===== config.mk =====
export PLATFORM = sky130hd
export DESIGN_NAME = cpu_core
export DESIGN_NICKNAME = d
export VERILOG_FILES = /design/src/rtl/cpu_core.sv
export SDC_FILE = /design/constraint.sdc
export NUM_CORES = 1
export LEC_CHECK = 0
export ABC_CLOCK_PERIOD_IN_PS = 2600
export CAP_MARGIN = 5
export CORE_ASPECT_RATIO = 1.5
export CORE_MARGIN = 1.5
export CORE_UTILIZATION = 35
export DETAILED_ROUTE_END_ITERATION = 6
export GPL_ROUTABILITY_DRIVEN = 0
export PLACE_DENSITY = 0.54
export SLEW_MARGIN = 20
export SYNTH_ARGS = -nofsm -noshare
export SYNTH_HDL_FRONTEND = slang
export SYNTH_SLANG_ARGS = --single-unit
export TNS_END_PERCENT = 30

===== constraint.sdc =====
create_clock -name clk -period 2.6 [get_ports clk]
set_clock_uncertainty 0.15 [all_clocks]
set_input_delay 0.39 -clock clk [delete_from_list [all_inputs] [get_ports clk]]
set_output_delay 0.39 -clock clk [all_outputs]
set_load 0.005 [all_outputs]

===== src/rtl/cpu_core.sv =====
// rtl/cpu_core.sv - multi-cycle accumulator CPU with req/ready instruction and data memory ports
// Defining CPU_RETIRE_CNT_EN adds the retired_cnt port and its instruction counter.
module cpu_core #(
  parameter int DATA_W = 8,
  parameter int ADDR_W = 8
) (
  input  logic              clk,
  input  logic              reset,
  output logic              imem_req,
  output logic [ADDR_W-1:0] imem_addr,
  input  logic [ADDR_W+3:0] imem_rdata,
  input  logic              imem_ready,
  output logic              dmem_req,
  output logic              dmem_we,
  output logic [ADDR_W-1:0] dmem_addr,
  output logic [DATA_W-1:0] dmem_wdata,
  input  logic [DATA_W-1:0] dmem_rdata,
  input  logic              dmem_ready,
  output logic [DATA_W-1:0] out,
  output logic              out_valid,
`ifdef CPU_RETIRE_CNT_EN
  output logic [31:0]       retired_cnt,
`endif
  output logic              halted
);

  typedef enum logic [2:0] {S_FETCH, S_DECODE, S_MEM, S_EXEC, S_HALT} state_t;

  localparam logic [3:0] OP_LDI = 4'h1, OP_LD  = 4'h2, OP_ST  = 4'h3, OP_ADD = 4'h4;
  localparam logic [3:0] OP_SUB = 4'h5, OP_AND = 4'h6, OP_OR  = 4'h7, OP_XOR = 4'h8;
  localparam logic [3:0] OP_JMP = 4'h9, OP_JZ  = 4'hA, OP_JC  = 4'hB, OP_OUT = 4'hC;
  localparam logic [3:0] OP_HLT = 4'hF;

  state_t            state;
  logic [ADDR_W-1:0] pc;
  logic [3:0]        opcode;
  logic [ADDR_W-1:0] operand;
  logic [DATA_W-1:0] acc;
  logic [DATA_W-1:0] mdata;
  logic              z_flag;
  logic              c_flag;
  logic [DATA_W-1:0] op_data;
  logic [DATA_W-1:0] alu_res;
  logic              alu_c;
  logic              writes_acc;
  logic              branch_taken;

  assign imem_addr = pc;
  assign op_data   = DATA_W'(operand);

  // Result of the instruction in EXEC; carry defaults to the held flag so logic ops leave it alone
  always_comb begin
    alu_res      = acc;
    alu_c        = c_flag;
    writes_acc   = 1'b1;
    branch_taken = 1'b0;
    case (opcode)
      OP_LDI: alu_res = op_data;
      OP_LD:  alu_res = mdata;
      OP_ADD: {alu_c, alu_res} = {1'b0, acc} + {1'b0, mdata};
      OP_SUB: begin
        alu_res = acc - mdata;
        alu_c   = (acc < mdata);
      end
      OP_AND: alu_res = acc & mdata;
      OP_OR:  alu_res = acc | mdata;
      OP_XOR: alu_res = acc ^ mdata;
      OP_JMP: begin writes_acc = 1'b0; branch_taken = 1'b1;   end
      OP_JZ:  begin writes_acc = 1'b0; branch_taken = z_flag; end
      OP_JC:  begin writes_acc = 1'b0; branch_taken = c_flag; end
      default: writes_acc = 1'b0;
    endcase
  end

  always_ff @(posedge clk) begin
    if (reset) begin
      state      <= S_FETCH;
      pc         <= '0;
      opcode     <= '0;
      operand    <= '0;
      acc        <= '0;
      mdata      <= '0;
      z_flag     <= 1'b0;
      c_flag     <= 1'b0;
      imem_req   <= 1'b0;
      dmem_req   <= 1'b0;
      dmem_we    <= 1'b0;
      dmem_addr  <= '0;
      dmem_wdata <= '0;
      out        <= '0;
      out_valid  <= 1'b0;
      halted     <= 1'b0;
`ifdef CPU_RETIRE_CNT_EN
      retired_cnt <= '0;
`endif
    end else begin
      out_valid <= 1'b0;
      case (state)
        S_FETCH: begin
          // Only the first fetch after reset arrives here with req low
          if (!imem_req) begin
            imem_req <= 1'b1;
          end else if (imem_ready) begin
            opcode   <= imem_rdata[ADDR_W+3:ADDR_W];
            operand  <= imem_rdata[ADDR_W-1:0];
            pc       <= pc + ADDR_W'(1);
            imem_req <= 1'b0;
            state    <= S_DECODE;
          end
        end
        S_DECODE: begin
          case (opcode)
            OP_LD, OP_ST, OP_ADD, OP_SUB, OP_AND, OP_OR, OP_XOR: begin
              dmem_req   <= 1'b1;
              dmem_we    <= (opcode == OP_ST);
              dmem_addr  <= operand;
              dmem_wdata <= acc;
              state      <= S_MEM;
            end
            OP_HLT: begin
              halted <= 1'b1;
              state  <= S_HALT;
`ifdef CPU_RETIRE_CNT_EN
              retired_cnt <= retired_cnt + 32'd1;
`endif
            end
            default: state <= S_EXEC;
          endcase
        end
        S_MEM: begin
          if (dmem_ready) begin
            if (!dmem_we) mdata <= dmem_rdata;
            dmem_req <= 1'b0;
            dmem_we  <= 1'b0;
            state    <= S_EXEC;
          end
        end
        S_EXEC: begin
          if (writes_acc) begin
            acc    <= alu_res;
            z_flag <= (alu_res == '0);
            c_flag <= alu_c;
          end
          if (opcode == OP_OUT) begin
            out       <= acc;
            out_valid <= 1'b1;
          end
          // pc already points past this instruction; a taken branch replaces it
          if (branch_taken) pc <= operand;
          imem_req <= 1'b1;
          state    <= S_FETCH;
`ifdef CPU_RETIRE_CNT_EN
          retired_cnt <= retired_cnt + 32'd1;
`endif
        end
        S_HALT: state <= S_HALT;
        default: state <= S_FETCH;
      endcase
    end
  end

endmodule

==> impl_metrics.json, run 1 <==
{
  "synthArstFlopShare_pct": 0,
  "wire_per_inst_um": 16.3,
  "synth_edf_count": 0,
  "cts_sinks": 70,
  "cts_tree": "built",
  "max_freq_ghz": 0.388,
  "final_cells": 800,
  "firstDrtPassIters": 4,
  "yosys.cell_count.top_type": "nand2_1",
  "cts_made_buffers": 9,
  "min_period_over_period_pct": 99.1,
  "core_sq_mm": 0.0120,
  "max-vdd-ir-drop_v": 0.000298,
  "ys_ff_latch": 70,
  "synth-adder-area-share_pct": 8.57,
  "synth_commonest_cells": "nand2_1 (86), nor2_1 (76), dfxtp_1 (70)",
  "hp-class": "reg -> reg",
  "worstPathMaxFanout": 3,
  "r2r_slack_ns": 0.02,
  "io_buffers": 60,
  "grt_util_all_layers_pct": 20.6,
  "synthXorXnorAreaFrac_pct": 1.03,
  "synth-main-ff-cell": "dfxtp_1",
  "cts.clk_slew.worst_paths_ns": 0.06,
  "antenna_cells": 0,
  "syn_area_sq_mm": 0.00426,
  "fillCellCount": 1221,
  "fp.dieW_um": 93.1,
  "start_util_pct": 35.6,
  "antenna_found_initial": 0,
  "dp_hpwl_mm": 9.83,
  "muxShareOfSynthArea_pct": 3.58,
  "synth_compound_area_share_pct": 22.4,
  "first_iter_violations": 241,
  "nets": 694,
  "cts_root_buf": "clkbuf_16",
  "fp.dieH_um": 138,
  "synth_nets": 607,
  "drc": 0,
  "synth_top_family_by_area": "simple AND/OR/NAND/NOR gates",
  "yosysWarnings": 0,
  "syn_inst": 555,
  "grt_max_degree": 71,
  "crit_type": "reg -> reg",
  "via_count": 4158,
  "ant_nets": 0,
  "io_pins": 61,
  "area_delta_synth_final_pct": 32.9,
  "setup-violations-final": 0,
  "power_w": 0.00308,
  "wl_mm": 13.0,
  "synth_area_leaders": "dfxtp_1 (33%), a21oi_1 (7.9%), ha_1 (7.6%), nand2_1 (7.6%), nor2_1 (6.7%)",
  "multi_input_area_sq_mm": 0.00265,
  "rsz0062_at_grt": "true",
  "num_rows": 49,
  "cp.required_ns": 2.73,
  "grt_overflow": 0,
  "start_kind": "flip-flop",
  "slew_viol_final": 0,
  "cp.arrival_ns": 2.71,
  "synth_area_leader_cell": "dfxtp_1",
  "drt-vias-per-instance": 5.20,
  "worst_pin_slew_ns": 0.619,
  "cap_violations": 0,
  "clockBufferDepth": 2,
  "grt_pass1_vias": 4059,
  "final.min_clock_period_ns": 2.58,
  "endpoint_kind": "flip-flop",
  "p_per_area_mw_per_mm2": 544,
  "place_inst": 781,
  "die_area_sq_mm": 0.0129,
  "worst_slack_ns": 0.0226,
  "htree_num_levels": 3,
  "clkLatencyLatePin_ns": 0.33,
  "drive_gt1_share_pct": 15.6,
  "worst_slew_margin_rel_pct": 58.6,
  "outcome": "completed",
  "synth_cell_types": 66,
  "seqCellArea_sq_mm": 0.00140,
  "place_ws_ns": -0.156,
  "hold_violations": 0,
  "synthSimpleGateAreaFrac_pct": 25.1,
  "leakage_nw": 2.05,
  "grt_pass1_wl_mm": 20.7,
  "yosysTopAreaCellShare_pct": 32.9,
  "avgSynthCellArea_sq_um": 7.68,
  "ys_seq_area_share_pct": 32.9
}
==> power breakdown <==
part	total (W)	internal, W	switching, W
Sequential	0.00116	0.00111	0.0000532
Combinational	0.000587	0.000260	0.000327
Clock	0.00133	0.000846	0.000484
Total	0.00308	0.00222	0.000864
==> state kept, by name, indices dropped and copies added, names as in the netlist, 3 cells and up <==
signal	flops
acc	8
dmem_addr	8
dmem_wdata	8
imem_addr	8
mdata	8
op_data	8
out	8
opcode	4
state	3
==> worst max-delay path, stage by stage (launching register included) <==
cell and delay [ns]:
dfxtp_2 0.34, inv_1 0.06, ha_2 0.20, fa_2 0.38
o21ba_4 0.24, nand2b_1 0.17, a21oi_2 0.21, o311a_1 0.20
o21ai_2 0.07, nor4b_2 0.32, a31o_1 0.18
==> layout by cell type, fill, tap and decap left out, types with 3 or more instances in the layout <==
| cell type | synthesis | final |
|---|---|---|
| ha_2 | 0 | 4 |
| clkdlybuf4s50_1 | 0 | 59 |
| dfxtp_1 | 70 | 69 |
| and3_1 | 4 | 4 |
| a22oi_1 | 7 | 7 |
| buf_12 | 0 | 3 |
| a21o_1 | 3 | 3 |
| xnor2_1 | 3 | 3 |
| clkbuf_16 | 0 | 9 |
| nor2_1 | 76 | 76 |
| o21ai_2 | 3 | 3 |
| o31ai_1 | 3 | 3 |
| o21ai_0 | 16 | 15 |
| mux2i_1 | 13 | 13 |
| a21oi_1 | 67 | 65 |
| nor2b_1 | 9 | 9 |
| inv_1 | 27 | 27 |
| nand2_1 | 86 | 86 |
| nand2b_1 | 4 | 4 |
| ha_1 | 26 | 22 |
| o211ai_1 | 5 | 5 |
| a31oi_1 | 5 | 4 |
| o21ai_1 | 6 | 7 |
| nand3_1 | 8 | 8 |
| nor3_1 | 12 | 11 |
| a211oi_1 | 9 | 7 |
| nor3b_1 | 8 | 8 |
| buf_4 | 5 | 45 |
==> through the flow <==
step,TNS (ns),instance area [sq um],util (%),hold slack (ns)
finish,0,5670,47.4,0.303
global route,-0.104,5670,47.4,0.326
CTS,0,5600,46.9,0.305
detailed placement,-0.156,5250,43.9,0.297
global placement,-0.0785,5250,43.9,0.294
floorplan,0,4260,-,0.303
==> path summary, 6_finish.rpt <==
path	cells after the start	from	end
setup reg to reg	10	acc[0]$_SDFFE_PP0P_	z_flag$_SDFFE_PP0P_
setup / recovery	10	acc[0]$_SDFFE_PP0P_	z_flag$_SDFFE_PP0P_
hold / removal	2	dmem_addr[5]$_SDFFE_PP0P_	dmem_addr[5]$_SDFFE_PP0P_
hold reg to reg	2	dmem_addr[5]$_SDFFE_PP0P_	dmem_addr[5]$_SDFFE_PP0P_
==> what timing repair did <==
| action | 4_1_cts | 5_1_grt |
|---|---|---|
| hold buffers | 0 | 0 |
| pin swaps | 3 | 5 |
| resized for setup | 5 | 13 |
| setup endpoints to repair | 1 | 4 |
| setup buffers | 1 | 2 |
==> per-layer routing <==
layer	GRT usage, %	share of wire (%)	up-vias
met5	0	0	-
met4	12.2	5.3	0
met3	4.18	3.6	42
met2	35.3	51	94
met1	23.1	40	1932
li1	-	-	2090
==> cells by family after synthesis <==
group,Yosys count
flops,70
mux,15
fa+ha+maj,28
buf+inv,59
xor+xnor,5
simple gates,227
compound gates,151
==> cell type report <==
type	instances	share of cell area, %
Inverter	27	1.79
Multi-Input combinational cell	426	46.8
Tap cell	153	3.38
Clock buffer	10	4.04
Sequential cell	70	24.8
Clock inverter	6	1.66
Timing Repair Buffer	108	17.5
(Power assumes the default switching activity.)
==> run 2, diff against run 1 <==
- CORE_UTILIZATION: 35 -> 50
- PLACE_DENSITY: 0.54 -> 0.74
==> impl_metrics.json, run 2 (same netlist as run 1, synthesis figures left out) <==
{
  "grt_pass1_vias": 4126,
  "start_kind": "flip-flop",
  "wl_mm": 12.3,
  "final_cell_mix": "nand2_1 (86), nor2_1 (76), dfxtp_1 (67)",
  "drc": 0,
  "dp_hpwl_mm": 9.09,
  "die_area_sq_mm": 0.00910,
  "max-vdd-ir-drop_v": 0.000377,
  "critical-path-top-delay-family": "compound AO/OA/AOI/OAI gates",
  "setup-violations-final": 0,
  "max_freq_ghz": 0.394,
  "worst_pin_slew_ns": 0.556,
  "cp_num_buf_inv": 1,
  "cts_root_buf": "clkbuf_16",
  "p_per_area_mw_per_mm2": 537,
  "cts_sinks": 70,
  "via_count": 4200,
  "rsz0062_at_grt": "true",
  "htree_num_levels": 3,
  "leakage_nw": 1.98,
  "cts.clk_slew.worst_paths_ns": 0.06,
  "wire_per_inst_um": 16.5,
  "clkLatencyLatePin_ns": 0.33,
  "tns_ns": 0,
  "crit_type": "reg -> reg",
  "path_cells": "inv_1 > ha_1 > o21bai_1 > nand3_1 > a21oi_1 > o21ai_1 > mux2_2 > a21oi_1 > a211oi_1",
  "timing.hold.ws_ns": 0.305,
  "slowest_stage": "dfxtp_2",
  "worst_slew_margin_rel_pct": 62.9,
  "min_period_over_period_pct": 97.7,
  "multi_input_area_sq_mm": 0.00263,
  "final_common_cell": "nand2_1",
  "grt_pass1_wl_mm": 19.8,
  "area_delta_synth_final_pct": 28.8,
  "final_cells": 745,
  "grt_max_degree": 45,
  "post_cts_buffers": 0,
  "worstPathMaxFanout": 5,
  "nets": 685,
  "slew_viol_final": 0,
  "place_inst": 729,
  "grt_util_all_layers_pct": 28.2,
  "cp_slowest_stage_delay_ns": 0.39,
  "hp-class": "reg -> reg",
  "fp.dieH_um": 116,
  "outcome": "completed",
  "io_buffers": 60,
  "final.min_clock_period_ns": 2.54,
  "cts_tree": "built",
  "endpoint_kind": "flip-flop",
  "cap_violations": 0,
  "power_w": 0.00295,
  "num_rows": 41,
  "cp.arrival_ns": 2.58,
  "start_util_pct": 51.0,
  "cts_made_buffers": 9,
  "fp.dieW_um": 78.4,
  "ant_nets": 0,
  "core_sq_mm": 0.00836,
  "seqCellArea_sq_mm": 0.00141,
  "postCtsHoldBufs": 0,
  "clockBufferDepth": 2,
  "antenna_cells": 0,
  "first_iter_violations": 250,
  "drt-vias-per-instance": 5.64,
  "io_pins": 61,
  "cp.required_ns": 2.64,
  "grt_overflow": 0,
  "firstDrtPassIters": 4,
  "fillCellCount": 741,
  "drive_gt1_share_pct": 14.1,
  "antenna_found_initial": 0,
  "crit_top_cell": "a21oi_1",
  "hold_violations": 0
}
==> run 2: cell types whose count changed in the layout (fill, tap and decap cells not counted), sizes merged <==
cell      before  now
bufinv         2    1
clkinvlp       1    3
buf           49   40
clkinv         2    1
==> run 2: layer usage <==
layer	up-vias	GRT usage, %	wire [um]
met2	136	48.8	6270
met3	47	5.51	593
met5	-	0	0
met4	0	20.6	703
met1	1951	30.4	4690
li1	2066	-	-
==> run 2: where the power goes <==
group          leakage [nW]  switching (W)  total [W]  internal [W]
clock network         0.135       0.000477    0.00122      0.000747
logic                  1.28       0.000313   0.000555      0.000242
registers             0.568      0.0000570    0.00117       0.00111
total                  1.98       0.000847    0.00295       0.00210
==> run 2: worst paths after layout <==
check                                          startpoint                        end  slack (ns)  cells after the start
worst max-delay path                mdata[1]$_SDFFE_PP0P_        acc[7]$_SDFFE_PP0P_        0.06                      9
worst min-delay path            dmem_addr[5]$_SDFFE_PP0P_  dmem_addr[5]$_SDFFE_PP0P_        0.31                      2
worst max register to register      mdata[1]$_SDFFE_PP0P_        acc[7]$_SDFFE_PP0P_        0.06                      9
worst min register to register  dmem_addr[5]$_SDFFE_PP0P_  dmem_addr[5]$_SDFFE_PP0P_        0.31                      2
==> run 2: area by class of cell <==
cell class / instances / share of cell area, %
flip-flops and latches: 70 / 25.6
inverters: 27 / 1.85
clock buffers: 10 / 4.17
well taps: 107 / 2.44
clock inverters: 6 / 1.28
repair buffers: 99 / 16.6
multi-input cells: 426 / 48.0
==> run 2: what timing repair did <==
item                                    4_1_cts  5_1_grt
resized for setup                             5       10
endpoints found under the setup margin        1        4
pin swaps                                     0        5
==> run 2: tightest hold or removal path: cells and delay by family, from the launching register on <==
family             cells  cell delay, ns
AOI/OAI and AO/OA      1            0.05
DFF                    1            0.31
and+or+nand+nor        1            0.05
==> run 2: through the flow <==
stage	util (%)	worst slack [ns]	cell area (sq um)
after CTS	65.2	0.0136	5450
after detailed placement	61.4	-0.0793	5130
after floorplan	-	0.106	4260
after global routing	65.6	-0.0616	5490
final	65.6	0.0606	5490
after global placement	61.4	-0.00394	5130
